--- config.mk ---
export PLATFORM = sky130hd
export DESIGN_NAME = instr_fetch_unit
export DESIGN_NICKNAME = d
export VERILOG_FILES = /design/src/rtl/instr_fetch_unit.sv
export SDC_FILE = /design/constraint.sdc
export NUM_CORES = 1
export LEC_CHECK = 0
export ABC_CLOCK_PERIOD_IN_PS = 4500
export BUFFER_PORTS_ARGS = -buffer_cell sky130_fd_sc_hd__clkbuf_2
export CORE_MARGIN = 5
export CORE_UTILIZATION = 40
export DETAILED_ROUTE_END_ITERATION = 8
export HOLD_SLACK_MARGIN = 0.03
export PLACE_DENSITY = 0.62
export SYNTH_ARGS = -nofsm -noshare
export SYNTH_HDL_FRONTEND = slang
export SYNTH_SLANG_ARGS = --single-unit
--- constraint.sdc ---
create_clock -name clk -period 4.5 [get_ports clk]
set_input_delay 0.9 -clock clk [delete_from_list [all_inputs] [get_ports clk]]
set_output_delay 0.9 -clock clk [all_outputs]
set_load 0.02 [all_outputs]
--- src/rtl/instr_fetch_unit.sv ---
// Instruction fetch unit: direct-mapped single-word-per-line I-cache with a
// multi-beat memory refill path and saturating hit/miss counters.
module instr_fetch_unit #(
    parameter int unsigned WIDTH    = 8,
    parameter int unsigned MEMWIDTH = 8,
    parameter int unsigned LINES    = 16
) (
    input  logic                clk,
    input  logic                reset,
    input  logic                fetch,
    input  logic [WIDTH-1:0]    pc,
    input  logic                flush,
    input  logic [MEMWIDTH-1:0] memdata,
    input  logic                memvalid,
    output logic                memread,
    output logic [WIDTH-1:0]    memadr,
    output logic [31:0]         instr,
    output logic                valid,
    output logic                hit,
    output logic                busy,
    output logic [15:0]         hitcount,
    output logic [15:0]         misscount
);

    localparam int unsigned IDXBITS   = $clog2(LINES);
    localparam int unsigned TAGBITS   = WIDTH - 2 - IDXBITS;
    localparam int unsigned BEATS     = 32 / MEMWIDTH;
    localparam int unsigned BEATBITS  = (BEATS > 1) ? $clog2(BEATS) : 1;
    localparam int unsigned BYTES     = MEMWIDTH / 8;
    localparam int unsigned LAST_BEAT = BEATS - 1;

    typedef enum logic [1:0] {
        S_IDLE = 2'd0,
        S_FILL = 2'd1,
        S_DONE = 2'd2
    } state_t;

    state_t              state_q, state_d;
    logic [BEATBITS-1:0] beat_q, beat_d;
    logic [WIDTH-1:0]    base_q, base_d;
    logic [31:0]         instr_q, instr_d;
    logic                hit_q, hit_d;
    logic [15:0]         hitcnt_q, hitcnt_d;
    logic [15:0]         misscnt_q, misscnt_d;
    logic                memread_q, memread_d;
    logic [WIDTH-1:0]    memadr_q, memadr_d;
    logic                valid_q, valid_d;
    logic                busy_q, busy_d;

    logic [LINES-1:0]    line_vld_q;
    logic [TAGBITS-1:0]  line_tag_q  [LINES];
    logic [31:0]         line_data_q [LINES];

    logic [IDXBITS-1:0]  rd_idx;
    logic [TAGBITS-1:0]  rd_tag;
    logic [IDXBITS-1:0]  wr_idx;
    logic [TAGBITS-1:0]  wr_tag;
    logic                lookup_hit;
    logic                wr_en;
    logic                unused_pc;

    // Byte offset within the word is meaningless for a 32-bit fetch.
    assign unused_pc = ^pc[1:0];

    assign rd_idx     = pc[2 +: IDXBITS];
    assign rd_tag     = pc[WIDTH-1 -: TAGBITS];
    assign wr_idx     = base_q[2 +: IDXBITS];
    assign wr_tag     = base_q[WIDTH-1 -: TAGBITS];
    assign lookup_hit = line_vld_q[rd_idx] && (line_tag_q[rd_idx] == rd_tag);

    // Next-state, datapath and registered-output decode.
    always_comb begin
        state_d   = state_q;
        beat_d    = beat_q;
        base_d    = base_q;
        instr_d   = instr_q;
        hit_d     = hit_q;
        hitcnt_d  = hitcnt_q;
        misscnt_d = misscnt_q;
        wr_en     = 1'b0;

        if (flush) begin
            state_d = S_IDLE;
            beat_d  = '0;
        end else begin
            case (state_q)
                S_IDLE: begin
                    if (fetch) begin
                        if (lookup_hit) begin
                            instr_d  = line_data_q[rd_idx];
                            hit_d    = 1'b1;
                            hitcnt_d = (hitcnt_q == 16'hFFFF) ? hitcnt_q : hitcnt_q + 16'd1;
                            state_d  = S_DONE;
                        end else begin
                            base_d    = {pc[WIDTH-1:2], 2'b00};
                            beat_d    = '0;
                            misscnt_d = (misscnt_q == 16'hFFFF) ? misscnt_q : misscnt_q + 16'd1;
                            state_d   = S_FILL;
                        end
                    end
                end
                S_FILL: begin
                    if (memvalid) begin
                        for (int unsigned b = 0; b < BEATS; b++) begin
                            if (beat_q == BEATBITS'(b)) begin
                                instr_d[b*MEMWIDTH +: MEMWIDTH] = memdata;
                            end
                        end
                        if (beat_q == BEATBITS'(LAST_BEAT)) begin
                            wr_en   = 1'b1;
                            hit_d   = 1'b0;
                            beat_d  = '0;
                            state_d = S_DONE;
                        end else begin
                            beat_d = BEATBITS'(beat_q + 1'b1);
                        end
                    end
                end
                S_DONE: begin
                    state_d = S_IDLE;
                end
                default: begin
                    state_d = S_IDLE;
                end
            endcase
        end

        memread_d = (state_d == S_FILL);
        memadr_d  = memread_d ? WIDTH'(base_d + WIDTH'(beat_d) * WIDTH'(BYTES)) : '0;
        valid_d   = (state_d == S_DONE);
        busy_d    = (state_d != S_IDLE);
    end

    always_ff @(posedge clk) begin
        if (reset) begin
            state_q   <= S_IDLE;
            beat_q    <= '0;
            base_q    <= '0;
            instr_q   <= '0;
            hit_q     <= 1'b0;
            hitcnt_q  <= '0;
            misscnt_q <= '0;
            memread_q <= 1'b0;
            memadr_q  <= '0;
            valid_q   <= 1'b0;
            busy_q    <= 1'b0;
        end else begin
            state_q   <= state_d;
            beat_q    <= beat_d;
            base_q    <= base_d;
            instr_q   <= instr_d;
            hit_q     <= hit_d;
            hitcnt_q  <= hitcnt_d;
            misscnt_q <= misscnt_d;
            memread_q <= memread_d;
            memadr_q  <= memadr_d;
            valid_q   <= valid_d;
            busy_q    <= busy_d;
        end
    end

    // Line valid bits: reset and flush clear every line in a single cycle.
    always_ff @(posedge clk) begin
        if (reset || flush) begin
            line_vld_q <= '0;
        end else if (wr_en) begin
            line_vld_q[wr_idx] <= 1'b1;
        end
    end

    // Tag/data arrays carry no reset; they are only meaningful under a valid bit.
    always_ff @(posedge clk) begin
        if (wr_en && !reset) begin
            line_tag_q[wr_idx]  <= wr_tag;
            line_data_q[wr_idx] <= instr_d;
        end
    end

    assign memread   = memread_q;
    assign memadr    = memadr_q;
    assign instr     = instr_q;
    assign valid     = valid_q;
    assign hit       = hit_q;
    assign busy      = busy_q;
    assign hitcount  = hitcnt_q;
    assign misscount = misscnt_q;

endmodule

Yosys cells after proc, flatten, opt, wreduce, memory -nomap -nowiden
Memories as Yosys holds them, arrays and structs flattened.
Index checks and enable logic that the tools add are counted.
- bits in registers: 104
- bits in writable memories: 544
- output and inout bits: 76
- word-level logic and storage cells: 93
- memories: 2
- $add $sub $neg: 4
- magnitude comparators: 3
- equality and inequality tests: 13
- muxes and demuxes: 40
- bitwise operators: 6
- reductions and logical operators: 13
- memories (memory ; words ; width ; rd ports ; clocked after memory_dff ; write ports ; RTL line ; source):
    line_data_q ; 16 ; 32 ; 1 ; 0 ; 1 ; 52 ; logic [31:0] line_data_q [LINES];
    line_tag_q ; 16 ; 2 ; 1 ; 0 ; 1 ; 51 ; logic [TAGBITS-1:0] line_tag_q [LINES];
- operators by type and width (cell ; count):
    32-bit two-way mux ; 4
    8-bit two-way mux ; 8
    32-bit one-hot mux with 2 select lines ; 1
    16-bit by 1-bit adder with 16-bit output, second input constant ; 2
    16-bit == test, second input constant ; 2
    2-bit two-way mux ; 10
    16-bit OR ; 1
    1-bit two-way mux ; 12
    4-bit by 5-bit less-than comparator with 1-bit output, second input constant ; 2
    5-bit AND reduction ; 2
    8-bit by 2-bit adder with 8-bit output ; 1
    2-bit != test, second input constant ; 4
    2-bit one-hot mux with 2 select lines ; 2
    2-bit by 1-bit == test with 1-bit output, second input constant ; 3
    2-bit == test, second input constant ; 3
    6-bit AND reduction ; 1
    1-bit NOT ; 5
    1-bit binary-select mux with 4-bit select ; 1
    1-bit demux with 4-bit select ; 1
    4-bit by 1-bit >= comparator with 1-bit output, second input constant ; 1
    2-bit zero test ; 2
    2-bit nonzero test ; 2
    1-bit logical AND ; 3
    2-bit by 1-bit adder with 2-bit output, second input constant ; 1
    other kinds (5) ; 5

Longest topological paths before layout
Gate-level depths: netlist (run 1).
- word-level depth: 10
- gate-level depth with buffers: 18
- depth with buffers taken out: 15

Worst setup path before layout (run 1)
OpenSTA, ideal clock, no wires.
- path type: in2reg
- from: input port memvalid
- to: memory line_data_q[12][0] (enable)
- library setup time: 0.467 ns
- arrival: 4.408 ns
- data required time: 4.033 ns
- slack: -0.376 ns
- stages on the path: 6
- cells stage by stage: clkbuf_1 > and3_1 > clkbuf_1 > nand2_1 > or3_1 > nor3_1
- cells in the longest elaborated chain, start to end: 6
- RTL lines (what ; RTL line ; source):
    start, declared ; 14 ; input logic memvalid,
    1-bit two-way mux ; 103 ; if (memvalid) begin
    1-bit two-way mux ; 86 ; case (state_q)
    1-bit two-way mux ; 82 ; if (flush) begin
    1-bit logical AND ; 173 ; if (wr_en && !reset) begin
    1-bit two-way mux ; 173 ;
    1-bit two-way mux (not written as such) ; 175 ; line_data_q[wr_idx] <= instr_d;
    end, declared ; 52 ;
Every way passes these cells.

Final worst setup path (run 1)
- from: input port pc[2]
- to: register memadr_q[7], in the netlist memadr[7]
- elaborated cells on any way between the ends: 21
- RTL lines (what ; RTL line ; source):
    start, declared ; 11 ; input logic [WIDTH-1:0] pc,
    memory 16 x 2 bit or 1-bit binary-select mux with 4-bit select (tied branches) ; - ;
    2-bit == test or 1-bit two-way mux (tied branches) ; 69 ; assign lookup_hit = line_vld_q[rd_idx] && (line_tag_q[rd_idx] == rd_tag);
    1-bit logical AND (*) ; 69 ;
    2-bit two-way mux (*) ; 89 ; if (lookup_hit) begin
    2-bit two-way mux (*) ; 88 ; if (fetch) begin
    2-bit one-hot mux with 2 select lines (*) ; 86 ;
    2-bit two-way mux (*) ; 82 ;
    net beat_d[1] ; 39 ; logic [BEATBITS-1:0] beat_q, beat_d;
    8-bit by 2-bit adder with 8-bit output (*) ; 129 ; memadr_d = memread_d ? WIDTH'(base_d + WIDTH'(beat_d) * WIDTH'(BYTES)) : '0;
    end signal, assigned ; 156 ; memadr_q <= memadr_d;
    end, declared ; 46 ; logic [WIDTH-1:0] memadr_q, memadr_d;
Mark *: on every way through the listed nets, which the timed path passes. The rest lies on a longest branch. The select of a mux whose other input is x is not followed.
A chain may end at the register's enable or synchronous reset.

==> impl_results.md, run 1 <==
* Outcome: complete, no violations
* CTS Sinks at 648
* R2r startpoint: line_tag_q[3][0]
* 1st-iter DRT viols at 1508
* Slew HR at 0.1995
* Post-Place Cells at 2361
* Final setup vio count at 0
* Hold buffers post-CTS at 0
* Fin cells at 2484
* Fin crit share at 0.9023
* Core Rows at 93
* Fin. Hold Viols at 0
* Async SR Flop Fraction at 0
* Syn Inst Count at 1418
* Worst skew pair latency at 0.61 ns
* Setup ws final at 0.4399 ns
* Layout cells sized above 1 at 0.2855
* Area share of fa/ha/maj cells after synthesis at 0.004648
* Switch Pwr at 0.002703 W
* Synth area leader: edfxtp_1
* Cts bufs inserted at 68
* Worst-margin pin slew at 1.201 ns
* Setup bufs post-CTS at 0
* Hold Crit Class: register to register
* Switching portion of total power at 0.2142
* Tot Pwr at 0.01262 W
* # diodes at 0
* Reg2reg setup slack at 0.59 ns
* Final core utilization at 0.4687
* Most common cell after layout, fill and taps aside: edfxtp_1
* Post-synth cell types at 62
* Yosys reg bits at 648
* Wire length per cell after detailed routing at 25.91 um
* First-pass GRT wire length at 95.21 mm
* Net Count, Synth at 1448
* Crit path from: pc[2]
* Vias/cell at 5.755
* Aggregate global-route resource usage at 0.1818
* Placement Setup Slack at -0.09944 ns
* R2R Path End: memadr[7]
* Worst Path Max Fanout at 14
* Primary FF master, synth: edfxtp_1
* Path depth of the worst reg2reg path at 14
* Root buf cell: clkbuf_16
* Number of global-route vias before repair at 14490
* Comb pwr share at 0.051
* CORE AREA at 64230 sq um
* Critical Path RT at 4.98 ns
* DR top layer: met4
* # DRC at 0
* Most frequent cells in the layout: 544 x edfxtp_1, 171 x mux4_2, 104 x dfxtp_1
* WS Path Type: primary input to register
* Clock power frac at 0.432
* GRT Residual Overflow at 0
* Final Net Count at 1606
* CTS tree: built
* Clk pin slew, worst setup/hold paths at 0.05 ns
* Min cycle time layout at 4.060 ns
* Layout Skew at 0.03575 ns
* RSZ-0062 raised after global routing: false
* PwrDens at 419.2 nW/um^2
* Largest net degree at the start of global routing at 88
* Global placement routability congestion at 0.7916
* Combinational family with the most area after synthesis: multiplexers
* Leakage at 10.25 nW
* Post-synthesis mux area share at 0.1603
* Ports at 97
* Synthesized area at 25840 sq um
* Initial Util at 0.4024
* Synth top area share at 0.6321
* Input/output buffers at 94
* Die Y at 264.2 um
* Power share of the sequential group at 0.517
* Power Internal at 0.009919 W
* Seq/Total Area, Yosys at 0.7126
* Initial antenna violation count at 0
* First-pass DRT Iterations at 5
* Max-slew violation count at 0
* Worst setup endpoint: memadr[7]
* Crit path DAT at 4.54 ns
* TNS Setup at 0 ns
* Die ar. at 69800 sq um
* Fmax achieved at 0.2463 GHz
* Resize count post-CTS at 0
* Clk buf depth at 3
* Maximum VDD drop at 0.3186 mV
* Post-DRT Antenna Nets at 0
* WL final at 64.36 mm
* Post-Synth Simple-Gate Area at 0.05262
* YS warnings at 0
* Synth Area per Inst at 18.23 sq um
* Area delta synth->final at 16.49%
* Critical path startpoint category: primary input
* EDFF count, synth at 544
* Placed wire-length estimate at 35.88 mm
* Met2 Wirelength at 30.07 mm
* H-Tree Depth at 3
* WL met1 at 27.74 mm
* Via Count at 14300
* Max cap viols at 0
* Top post-synthesis cells by area: edfxtp_1 63%, mux4_2 15%, dfxtp_1 8.1%
* Routed wl met3 at 4.965 mm
* Compound-Gate Fraction of Synth Area at 0.04352
* Chip Width at 264.2 um
* XOR/XNOR Fraction of Synth Area at 0.01080
* Setup crit end kind: register
critical path: stages:
cell and delay (ns):
buf_8 0.15, mux4_2 0.53, mux4_2 0.54, xor2_4 0.22, nor3_2 0.29, o211a_1 0.19
a221oi_2 0.05, nor2_1 0.27, ha_1 0.30, a21o_1 0.22, nand2_1 0.09, o21ai_0 0.10
nor3b_2 0.34, o21ai_0 0.15, and3b_1 0.18
kinds of logic (layout without fill, tap and decap cells):
| family | Yosys count | count (layout) |
|---|---|---|
| AOI/OAI and AO/OA | 153 | 153 |
| xor gates and xnor gates | 31 | 31 |
| adders and majority gates | 9 | 9 |
| buffers and inverters | 99 | 310 |
| DFF | 648 | 648 |
| muxes | 200 | 200 |
| and+or+nand+nor | 278 | 278 |
worst min-delay path by stage:
stage	start	endpoint	slack [ns]	cells after the start
after floorplan	line_vld_q[6]	line_vld_q[6]	0.43	2
after global placement	line_vld_q[13]	line_vld_q[13]	0.44	2
after detailed placement	line_vld_q[8]	line_vld_q[8]	0.46	2
after CTS	line_vld_q[12]	line_vld_q[12]	0.48	2
after global routing	line_vld_q[13]	line_vld_q[13]	0.49	2
final	line_vld_q[8]	line_vld_q[8]	0.47	2
per-stage QoR:
step	instance area, sq um	hold WS [ns]
after floorplan	25890	0.4315
after global placement	27950	0.4405
after detailed placement	27950	0.4613
after CTS	30110	0.4753
after global routing	30110	0.4869
final	30110	0.4680
power groups by stage:
stage	combinational [W]	clock, W	sequential, W
finish	0.000641	0.00545	0.00653
detailed placement	0.000642	0	0.00666
floorplan	0.000416	0	0.00666
CTS	0.000644	0.00557	0.00653
global placement	0.000632	0	0.00666
global route	0.000688	0.00582	0.00653
final cells by class:
| class | instances | area, sq um |
|---|---|---|
| repair buffers | 164 | 1177 |
| flip-flops and latches | 648 | 18420 |
| clock inverters | 32 | 299.0 |
| well taps | 855 | 1070 |
| inverters | 23 | 86.33 |
| clock buffers | 91 | 1859 |
| multi-input cells | 671 | 7197 |
| fillers | 5476 | 34130 |
sequential cells by signal, summed over array words and instances, names as in the netlist:
| register | flops |
|---|---|
| line_vld_q | 16 |
| beat_q | 2 |
| instr | 32 |
| line_data_q | 512 |
| memadr | 8 |
| hitcount | 16 |
| valid | 1 |
| hit | 1 |
| misscount | 16 |
| base_q | 8 |
| busy | 1 |
| state_q | 2 |
| memread | 1 |
| line_tag_q | 32 |
metal layers:
layer  vias up  GRT usage
met5         -          0
met4         0    0.05063
met3        95    0.03679
met2       575     0.2845
met1      7558     0.2625
li1       6068          -
cell usage after synthesis (14+ instances only):
| cell | n |
|---|---|
| a21oi_1 | 39 |
| and2_1 | 14 |
| mux4_2 | 171 |
| o21ai_0 | 14 |
| mux2i_1 | 28 |
| o22ai_1 | 14 |
| nand2_1 | 38 |
| xor2_1 | 15 |
| nor2_1 | 106 |
| nand3_1 | 22 |
| a22o_1 | 41 |
| buf_2 | 17 |
| edfxtp_1 | 544 |
| nor3_1 | 27 |
| clkbuf_1 | 47 |
| xnor2_1 | 15 |
| inv_1 | 22 |
| dfxtp_1 | 104 |
Power figures use the tool's default switching activity.
==> inputs of run 2 (changes only) <==
--- a/config.mk
+++ b/config.mk
@@ -5,13 +5,13 @@
 export SDC_FILE = /design/constraint.sdc
 export NUM_CORES = 1
 export LEC_CHECK = 0
-export ABC_CLOCK_PERIOD_IN_PS = 4500
+export ABC_CLOCK_PERIOD_IN_PS = 3900
 export BUFFER_PORTS_ARGS = -buffer_cell sky130_fd_sc_hd__clkbuf_2
 export CORE_MARGIN = 5
 export CORE_UTILIZATION = 40
 export DETAILED_ROUTE_END_ITERATION = 8
 export HOLD_SLACK_MARGIN = 0.03
-export PLACE_DENSITY = 0.62
+export PLACE_DENSITY = 0.6
 export SYNTH_ARGS = -nofsm -noshare
 export SYNTH_HDL_FRONTEND = slang
 export SYNTH_SLANG_ARGS = --single-unit
==> constraint.sdc (replaced) <==
create_clock -name clk -period 3.9 [get_ports clk]
set_input_delay 0.78 -clock clk [delete_from_list [all_inputs] [get_ports clk]]
set_output_delay 0.78 -clock clk [all_outputs]
set_load 0.02 [all_outputs]
==> run 2 against run 1 <==
Effect of this change: sequential power is 15% higher; critical path depth is 3 higher; flip-flop and latch count stayed put; critical path type unchanged; critical endpoint is now memadr[5].
==> impl_results.md, run 2 (same netlist as run 1, synthesis figures left out) <==
* # diodes at 0
* Initial Util at 0.4024
* Global placement routability congestion at 0.7827
* Root buf cell: clkbuf_16
* Wire length per cell after detailed routing at 25.65 um
* Worst hold slack at 0.4644 ns
* First-pass GRT wire length at 95.37 mm
* Critical Path RT at 4.39 ns
* Worst skew pair latency at 0.62 ns
* DR top layer: met4
* Largest Register: line_data_q
* Chip Width at 264.2 um
* Worst Path Max Fanout at 10
* Most frequent cells in the layout: 544 x edfxtp_1, 171 x mux4_2, 104 x dfxtp_1
* Post-Place Cells at 2407
* Placed wire-length estimate at 36.39 mm
* Max cap viols at 0
* # DRC at 0
* Routed wl met3 at 5.207 mm
* Hold buffers post-CTS at 0
* WL met1 at 28.51 mm
* Crit path DAT at 4.15 ns
* Maximum VDD drop at 0.4196 mV
* Number of global-route vias before repair at 14330
* R2R Path End: memadr[5]
* H-Tree Depth at 3
* Most common cell after layout, fill and taps aside: edfxtp_1
* Fin cells at 2529
* Min cycle time layout at 3.663 ns
* Fin crit share at 0.9391
* Fin. Hold Viols at 0
* Via Count at 14300
* Initial antenna violation count at 1
* CTS Sinks at 648
* Area delta synth->final at 19.10%
* Fmax achieved at 0.2730 GHz
* Filler cell count at 5391
* First-pass DRT Iterations at 6
* Met2 Wirelength at 30.06 mm
* 1st-iter DRT viols at 1604
* Input/output buffers at 94
* Design area at 30780 sq um
* Hold Crit Class: register to register
* CORE AREA at 64230 sq um
* Max reg flops at 512
* Clk buf depth at 3
* Final setup vio count at 0
* Die ar. at 69800 sq um
* Aggregate global-route resource usage at 0.1831
* Multi-input logic area at 7221 sq um
* Clk pin slew, worst setup/hold paths at 0.06 ns
* TNS Setup at 0 ns
* RSZ-0062 raised after global routing: false
* PwrDens at 480.4 nW/um^2
* Post-DRT Antenna Nets at 0
* Final Net Count at 1652
* Worst-margin pin slew at 1.035 ns
* Leakage at 10.59 nW
* Tot Pwr at 0.01479 W
* Seq. cell area at 18420 sq um
* Placed cell area at 28550 sq um
* Die Y at 264.2 um
* Core Rows at 93
* Setup crit end kind: register
* Vias/cell at 5.656
* Ports at 97
* Reg2reg setup slack at 0.25 ns
* Outcome: complete, no violations
* WS Path Type: primary input to register
* Resize count post-CTS at 0
* Worst Hold End: line_vld_q[14]
* Cts bufs inserted at 68
* Hold Startpoint: line_vld_q[14]
* Largest net degree at the start of global routing at 91
* Layout cells sized above 1 at 0.3053
* WL final at 64.87 mm
* Layout Skew at 0.03170 ns
* Hold path depth at 2
* Max-slew violation count at 0
* Critical path startpoint category: primary input
* Path depth of the worst reg2reg path at 15
* R2r startpoint: line_tag_q[15][0]
* Slew HR at 0.3071
* CTS tree: built
* GRT Residual Overflow at 0
* Setup bufs post-CTS at 0
==> run 2: changes by cell type in the layout (fill, tap and decap cells not counted), moves of 3 or more <==
cell      change
inv_16        +3
o21ai_1       +3
clkinv_2      -3
buf_4        +27
o21ai_0       -3
buf_12       +19
==> run 2: report_power, final <==
group	total [W]	internal (W)	switching [W]
logic	0.000789	0.000339	0.000450
registers	0.00754	0.00751	0.0000301
clock network	0.00646	0.00377	0.00269
total	0.0148	0.0116	0.00317
==> run 2: stage by stage <==
step           utilization  worst slack [ns]
2_1_floorplan            -           -0.3684
4_1_cts             0.4792            0.2482
6_report            0.4792            0.2375
5_1_grt             0.4792          0.008541
3_5_place_dp        0.4446           -0.3761
3_3_place_gp        0.4446           -0.3406
==> run 2: how the worst max path moves through the flow <==
stage,from,endpoint,slack [ns]
final,pc[2],memadr[5],0.24
after global routing,pc[2],memadr[5],0.009
after CTS,pc[2],memadr[7],0.25
after detailed placement,pc[2],memadr[7],-0.38
after global placement,pc[2],memadr[7],-0.34
after floorplan,pc[2],memadr[7],-0.37
==> run 2: area by class of cell <==
cell class / count / share of cell area
Sequential cell: 648 / 0.5983
Multi-Input combinational cell: 671 / 0.2346
Clock buffer: 93 / 0.06134
Inverter: 23 / 0.002805
Tap cell: 855 / 0.03475
Clock inverter: 29 / 0.01102
Timing Repair Buffer: 210 / 0.05719
==> run 2: critical path, cell delays in order <==
cell and delay [ns]:
buf_8 0.14, buf_4 0.18, mux4_2 0.49, nor2b_1 0.14
a21oi_1 0.21, o221a_2 0.28, nor3_4 0.07, o211a_1 0.23
a221oi_2 0.20, nor2_1 0.12, ha_1 0.28, a21o_1 0.15
nand2_1 0.09, nor4_2 0.19, nor3b_2 0.09, buf_4 0.16
nor3_1 0.16, and3b_1 0.19
==> run 2: layer usage <==
metal  up-vias  GRT usage
li1       6165          -
met1      7563     0.2680
met4         0    0.03566
met3        84    0.04806
met2       492     0.2818
met5         -          0
